`config.mk`:
```
export PLATFORM = sky130hd
export DESIGN_NAME = alu_share_arb
export DESIGN_NICKNAME = d
export VERILOG_FILES = /design/src/rtl/alu_share_arb.sv
export SDC_FILE = /design/constraint.sdc
export NUM_CORES = 1
export LEC_CHECK = 0
export BUFFER_PORTS_ARGS = -buffer_cell sky130_fd_sc_hd__buf_2
export CAP_MARGIN = 40
export CORE_AREA = 2 2 110 112
export DETAILED_ROUTE_END_ITERATION = 16
export DIE_AREA = 0 0 112 114
export PLACE_DENSITY_LB_ADDON = 0.08
export SYNTH_ARGS = -nofsm -noshare
export SYNTH_HDL_FRONTEND = slang
export SYNTH_SLANG_ARGS = --single-unit
```
`constraint.sdc`:
```
create_clock -name clk -period 1.95 [get_ports clk]
set_input_delay 0.195 -clock clk [delete_from_list [all_inputs] [get_ports clk]]
set_output_delay 0.195 -clock clk [all_outputs]
set_load 0.01 [all_outputs]
```
`src/rtl/alu_share_arb.sv`:
```
// Shares one combinational ALU between two valid/ready requesters.
// Define ALU_ARB_FIXED_PRIO_EN for fixed priority (port 0 wins ties).
module alu_share_arb #(
  parameter int DATA_WIDTH = 32
) (
  input  logic                  clk,
  input  logic                  resetn,
  input  logic [1:0]            req_valid,
  output logic [1:0]            req_ready,
  input  logic [DATA_WIDTH-1:0] req_a0,
  input  logic [DATA_WIDTH-1:0] req_b0,
  input  logic [DATA_WIDTH-1:0] req_a1,
  input  logic [DATA_WIDTH-1:0] req_b1,
  input  logic [2:0]            req_op0,
  input  logic [2:0]            req_op1,
  output logic [1:0]            rsp_valid,
  input  logic [1:0]            rsp_ready,
  output logic [DATA_WIDTH-1:0] rsp_result,
  output logic                  rsp_overflow,
  output logic                  rsp_carryout,
  output logic                  rsp_zero,
  output logic [DATA_WIDTH-1:0] alu_A,
  output logic [DATA_WIDTH-1:0] alu_B,
  output logic [2:0]            alu_ALUop,
  input  logic [DATA_WIDTH-1:0] alu_Result,
  input  logic                  alu_Overflow,
  input  logic                  alu_CarryOut,
  input  logic                  alu_Zero,
  output logic                  busy
);

  typedef enum logic [1:0] {
    IDLE,
    EXEC,
    RESP
  } state_t;

  state_t                state_q;
  logic                  owner_q;
  logic [DATA_WIDTH-1:0] op_a_q;
  logic [DATA_WIDTH-1:0] op_b_q;
  logic [2:0]            op_q;
  logic [DATA_WIDTH-1:0] res_q;
  logic                  ovf_q;
  logic                  co_q;
  logic                  zero_q;
  logic [1:0]            rsp_valid_q;
  logic                  busy_q;

  logic gnt;
  logic req_hs;
  logic rsp_hs;

`ifdef ALU_ARB_FIXED_PRIO_EN
  assign gnt = req_valid[1] & ~req_valid[0];
`else
  logic last_grant_q;
  // On a tie the port that did not win last time goes next.
  assign gnt = req_valid[1] &
               (~req_valid[0] | ~last_grant_q);
`endif

  // Gated by resetn so no grant leaks out while reset is held.
  always_comb begin
    req_ready = 2'b00;
    if (state_q == IDLE && resetn) begin
      req_ready[1] = req_valid[1] & gnt;
      req_ready[0] = req_valid[0] & ~gnt;
    end
  end

  assign req_hs = |(req_valid & req_ready);
  assign rsp_hs = rsp_valid_q[owner_q] &
                  rsp_ready[owner_q];

  always_ff @(posedge clk or negedge resetn) begin
    if (!resetn) begin
      state_q      <= IDLE;
      owner_q      <= 1'b0;
      op_a_q       <= '0;
      op_b_q       <= '0;
      op_q         <= '0;
      res_q        <= '0;
      ovf_q        <= 1'b0;
      co_q         <= 1'b0;
      zero_q       <= 1'b0;
      rsp_valid_q  <= 2'b00;
      busy_q       <= 1'b0;
`ifndef ALU_ARB_FIXED_PRIO_EN
      last_grant_q <= 1'b1;
`endif
    end else begin
      unique case (state_q)
        IDLE: begin
          if (req_hs) begin
            op_a_q  <= gnt ? req_a1 : req_a0;
            op_b_q  <= gnt ? req_b1 : req_b0;
            op_q    <= gnt ? req_op1 : req_op0;
            owner_q <= gnt;
            busy_q  <= 1'b1;
            state_q <= EXEC;
          end
        end
        EXEC: begin
          res_q       <= alu_Result;
          ovf_q       <= alu_Overflow;
          co_q        <= alu_CarryOut;
          zero_q      <= alu_Zero;
          rsp_valid_q <= owner_q ? 2'b10 : 2'b01;
          state_q     <= RESP;
        end
        RESP: begin
          if (rsp_hs) begin
            rsp_valid_q  <= 2'b00;
            busy_q       <= 1'b0;
            state_q      <= IDLE;
`ifndef ALU_ARB_FIXED_PRIO_EN
            last_grant_q <= owner_q;
`endif
          end
        end
        default: state_q <= IDLE;
      endcase
    end
  end

  assign alu_A        = op_a_q;
  assign alu_B        = op_b_q;
  assign alu_ALUop    = op_q;
  assign rsp_valid    = rsp_valid_q;
  assign rsp_result   = res_q;
  assign rsp_overflow = ovf_q;
  assign rsp_carryout = co_q;
  assign rsp_zero     = zero_q;
  assign busy         = busy_q;

endmodule
```
Yosys cells after proc, flatten, opt, wreduce, memory -nomap -nowiden
Index checks and enable logic that the tools add are counted.
{ "word_totals": {"ff_bits": 109, "out_inout_bits": 107, "elab_cells": 52} }
{ "op_classes": {"n_lt_le_gt_ge": 1, "eq_ne": 4, "mux": 16, "n_bitwise": 9, "reduce_logical": 10} }
{ "ops": {"columns": ["op", "n"], "rows": [
  ["$mux 32", 2],
  ["$mux 2", 4],
  ["$reduce_and 2->1", 4],
  ["$mux 1", 6],
  ["$pmux 2 s3", 1],
  ["$and 1x1->1", 4],
  ["$ne 2x2->1 const B", 2],
  ["$pmux 2 s2", 1],
  ["$reduce_bool 2->1", 2],
  ["$mux 3", 1],
  ["$not 1->1", 3],
  ["$reduce_and 3->1", 1],
  ["$and 2x2->2", 1],
  ["$eq 2x1->1 const B", 1],
  ["$eq 2x2->1 const B", 1],
  ["$logic_not 2->1", 1],
  ["$lt 1x2->1 const B", 1],
  ["$pmux 1 s2", 1],
  ["$reduce_or 2->1", 1],
  ["$logic_and 1x1->1", 1],
  ["$or 1x1->1", 1]
]} }

Logic depth before layout (Yosys ltp)
{ "logic_depth": {"word_depth": 10, "ltp_mapped": 6, "ltp_nobuf": 3} }

Worst setup path before layout
No wires, ideal clock.
{ "synth_timing": {"kind": "register -> output", "from": "register last_grant_q", "to": "output req_ready[1]", "t_arrival_ns": 1.354, "required_ns": 1.755, "setup_slack_ns": 0.401, "path_stages_with_launch": 5, "path_buffers": 2, "path_cell_list": "dfstp_2 a21bo_2 clkbuf_1 clkbuf_1 nor4b_1"} }
{ "synth_via": {"elab_chain_cells": 5} }
{ "synth_lines": {"columns": ["item", "line_no", "source"], "rows": [
  ["from (decl)", "57", "logic last_grant_q;"],
  ["from (signal assigned)", "118", "last_grant_q <= owner_q;"],
  ["$not 1->1", "60", "(~req_valid[0] | ~last_grant_q);"],
  ["$or 1x1->1", "60", null],
  ["$and 1x1->1", "59", "assign gnt = req_valid[1] &"],
  ["$and 1x1->1", "67", "req_ready[1] = req_valid[1] & gnt;"],
  ["$mux 2", "66", "if (state_q == IDLE && resetn) begin"],
  ["to (decl)", "9", "output logic [1:0] req_ready,"]
]} }
No other way between the ends.

Worst setup path after layout
{ "layout_timing": {"from": "register last_grant_q", "to": "register op_q[2] (netlist: alu_ALUop[2])"} }
{ "layout_via": {"elab_chain_cells": 9} }
{ "layout_lines": {"columns": ["item", "line_no", "source"], "rows": [
  ["$not 1->1 *", "60", null],
  ["$or 1x1->1 *", "60", null],
  ["$and 1x1->1 *", "59", null],
  ["$not 1->1", "68", "req_ready[0] = req_valid[0] & ~gnt;"],
  ["$and 1x1->1", "68", null],
  ["$mux 2", "66", null],
  ["$and 2x2->2", "72", "assign req_hs = |(req_valid & req_ready);"],
  ["$reduce_or 2->1", "72", null],
  ["$reduce_and 2->1 (no line)", null, null],
  ["to (signal assigned)", "98", "op_q <= gnt ? req_op1 : req_op0;"],
  ["to (decl)", "42", "logic [2:0] op_q;"]
]} }
Every way passes the cells marked *; elsewhere a longest branch is shown, timed or not.
A chain may end at the register's enable or synchronous reset.

==> impl_metrics.toml <==
[yosys]
yosysTopAreaCell = "dfrtp_1"
yosysUniqueCellTypes = 29
yosys-top-cells-area = "dfrtp_1, o32ai_1, a2bb2oi_1"
ys_seq_area_frac = 0.576
synth_top_area_frac = 0.571
ys_seq_elements = 109
netlist_area_um2 = 4740
synth_flop_cell = "dfrtp_1"
synth-edff-count = 0
async_flop_share = 1.00
avgSynthCellArea_um2 = 11.3
synth_warnings = 0
syn_inst = 420
syn-num-nets = 595

[clock_tree]
numCtsBuffers = 9
root_buffer = "clkbuf_16"
post_cts_buffers = 0
cts.sinks = 109
cts_buffer_depth = 2
cts.clk_slew.worst_paths_ns = 0.07
clock_latency_ns = 0.33
cts_tree = "yes"
h-tree-depth = 3

[timing]
slew_headroom = 0.608
hold_viol_final = 0
timing.fmax_mhz = 561
worst_pin_slew_ns = 0.586
final-setup-viol-count = 0
drv_slew = 0
rsz0062_at_grt = "false"
worst_clock_skew_ns = 0.00411
setup_tns_ns = 0
period_needed_ns = 1.78
period_share = 0.913

[layout]
drive_above_1_share = 0.472
fin_nets = 854
diodes = 0
n_fill_cell = 1068
multiInputGateArea_um2 = 1800
syn_to_final_growth_pct = 38.6
fin_util = 0.561
seqCellArea_um2 = 2730

[floorplan]
initial_core_util = 0.404
die_area_um2 = 12800
fp.dieW_um = 112
pin_count = 282
die_y_um = 114
core_um2 = 11700
placementRows = 40

[min_path]
whs_path_depth = 3
min_path_type = "in -> reg"
hold_path_end = "rsp_result[28]"
worst_hold_startpoint = "alu_Result[28]"

[grt]
grt_use_met3 = 0.0521
grt.met1_usage = 0.283
use_met2 = 0.359
antenna_found_initial = 0
grt_pass1_vias = 4346
grt_pass1_wl_mm = 22.3
gr-total-overflow = 0
grt_busiest_layer = "met2"
track_usage = 0.219
grt_max_degree = 110

[outcome]
status = "complete, no violations"

[setup_path]
ff2ff_setup_slack_ns = 0.17
critPathRequiredTime_ns = 2.21
timing.rr.end = "alu_ALUop[2]"
worst_setup_path_end_kind = "flop"
startpoint_type = "flop"
ff2ff_path_depth = 5
rr_startpoint = "last_grant_q"
cp_max_fo = 25
arrival_ns = 2.04
criticalPathCategory = "reg -> reg"

[drt]
vias = 4454
firstDrtPassIters = 4
wirelength_mm = 14.5
post_drt_wl_per_cell_um = 17.4
detail_route.iter0.violations = 335
post-route-drc-count = 0
routed_via_density = 5.36
ant_nets = 0

[pwr]
pwr_density_cell_nw_per_um2 = 1490
peakVddDrop_uv = 655
leakage_nw = 3.21

[place]
portBuffers = 281
routabilityCongestion = 0.774
post-dp-hpwl_mm = 10.2

[job]
max-cap-violations = 0
==> power breakdown <==
group | total, mW | leakage (nW) | switching [mW] | internal [mW]
logic | 4.12 | 1.84 | 2.20 | 1.93
clock network | 1.70 | 0.134 | 0.758 | 0.938
registers | 3.94 | 1.23 | 0.615 | 3.33
==> cell families (layout without fill, tap and decap cells) <==
| logic type | count (synthesis) | after routing | synth area share |
|---|---|---|---|
| AO/OA/AOI/OAI | 144 | 144 | 0.275 |
| flip-flops | 109 | 109 | 0.576 |
| AND/OR/NAND/NOR | 118 | 118 | 0.102 |
| buffers and inverters | 49 | 313 | 0.0468 |
==> worst max-delay path by stage <==
stage / startpoint / endpoint / cells after the start
global route: last_grant_q / alu_ALUop[2] / 5
global placement: last_grant_q / alu_A[4] / 4
detailed placement: last_grant_q / alu_A[30] / 5
finish: last_grant_q / alu_ALUop[2] / 5
CTS: resetn / req_ready[0] / 5
floorplan: last_grant_q / req_ready[1] / 4
==> cell type report <==
class,instances,share of cell area
clock buffer,15,0.0408
clock inverter,1,0.000762
inverter,3,0.00172
multi-input combinational,262,0.274
sequential,109,0.416
tap,147,0.0280
timing repair buffer,294,0.239
==> synthesized netlist by cell type (all sizes together) (2+ instances only) <==
| master | number |
|---|---|
| clkbuf | 26 |
| nand2b | 2 |
| nor3b | 2 |
| nor2b | 2 |
| buf | 20 |
| inv | 3 |
| dfrtp | 108 |
| a2bb2oi | 67 |
| nor2 | 2 |
| a21oi | 4 |
| o32ai | 67 |
| nand2 | 106 |
==> critical path, cell delays in order (launching register included) <==
cell and delay (ns):
dfstp_2 0.39, nor2b_4 0.48, buf_16 0.23, buf_4 0.27, o32ai_1 0.12, a2bb2oi_1 0.19
==> placed cells by master, fill, tap and decap left out, types with 3 or more instances in the layout <==
| master | instances |
|---|---|
| clkbuf_16 | 9 |
| buf_2 | 280 |
| clkbuf_1 | 4 |
| a21oi_1 | 4 |
| a2bb2oi_1 | 57 |
| buf_12 | 3 |
| buf_4 | 9 |
| nand2_1 | 106 |
| a2bb2oi_2 | 10 |
| dfrtp_1 | 108 |
| o32ai_1 | 67 |
==> repair_timing <==
item | CTS | global route
hold endpoints to repair | 108 | 0
resized for setup | 0 | 1
hold buffers | 1 | 0
setup endpoints to repair | 0 | 1
==> state kept, by name, summed over array words and instances (netlist names) <==
register,flops
state_q,2
busy,1
rsp_overflow,1
alu_A,32
rsp_zero,1
alu_B,32
rsp_valid,2
last_grant_q,1
alu_ALUop,3
rsp_carryout,1
owner_q,1
rsp_result,32
==> per-stage QoR <==
step | instances | instance area [um2] | setup WS, ns | power [mW] | hold slack [ns]
floorplan | 420 | 4740 | 0.401 | 6.30 | -0.101
global placement | 813 | 6250 | 0.0628 | 7.99 | 0.348
detailed placement | 814 | 6280 | 0.156 | 8.14 | 0.356
CTS | 831 | 6560 | 0.0788 | 9.88 | 0.0298
global route | 831 | 6570 | 0.0277 | 10.4 | 0.0397
finish | 831 | 6570 | 0.169 | 9.76 | 0.0436
==> per-layer routing <==
metal,wire length [um],up-vias,part of all wire
li1,-,2106,-
met1,6060,2129,0.42
met2,6940,192,0.48
met3,1090,27,0.076
met4,362,0,0.025
met5,0,-,0
Note: power is estimated with default switching activity, not from simulation.
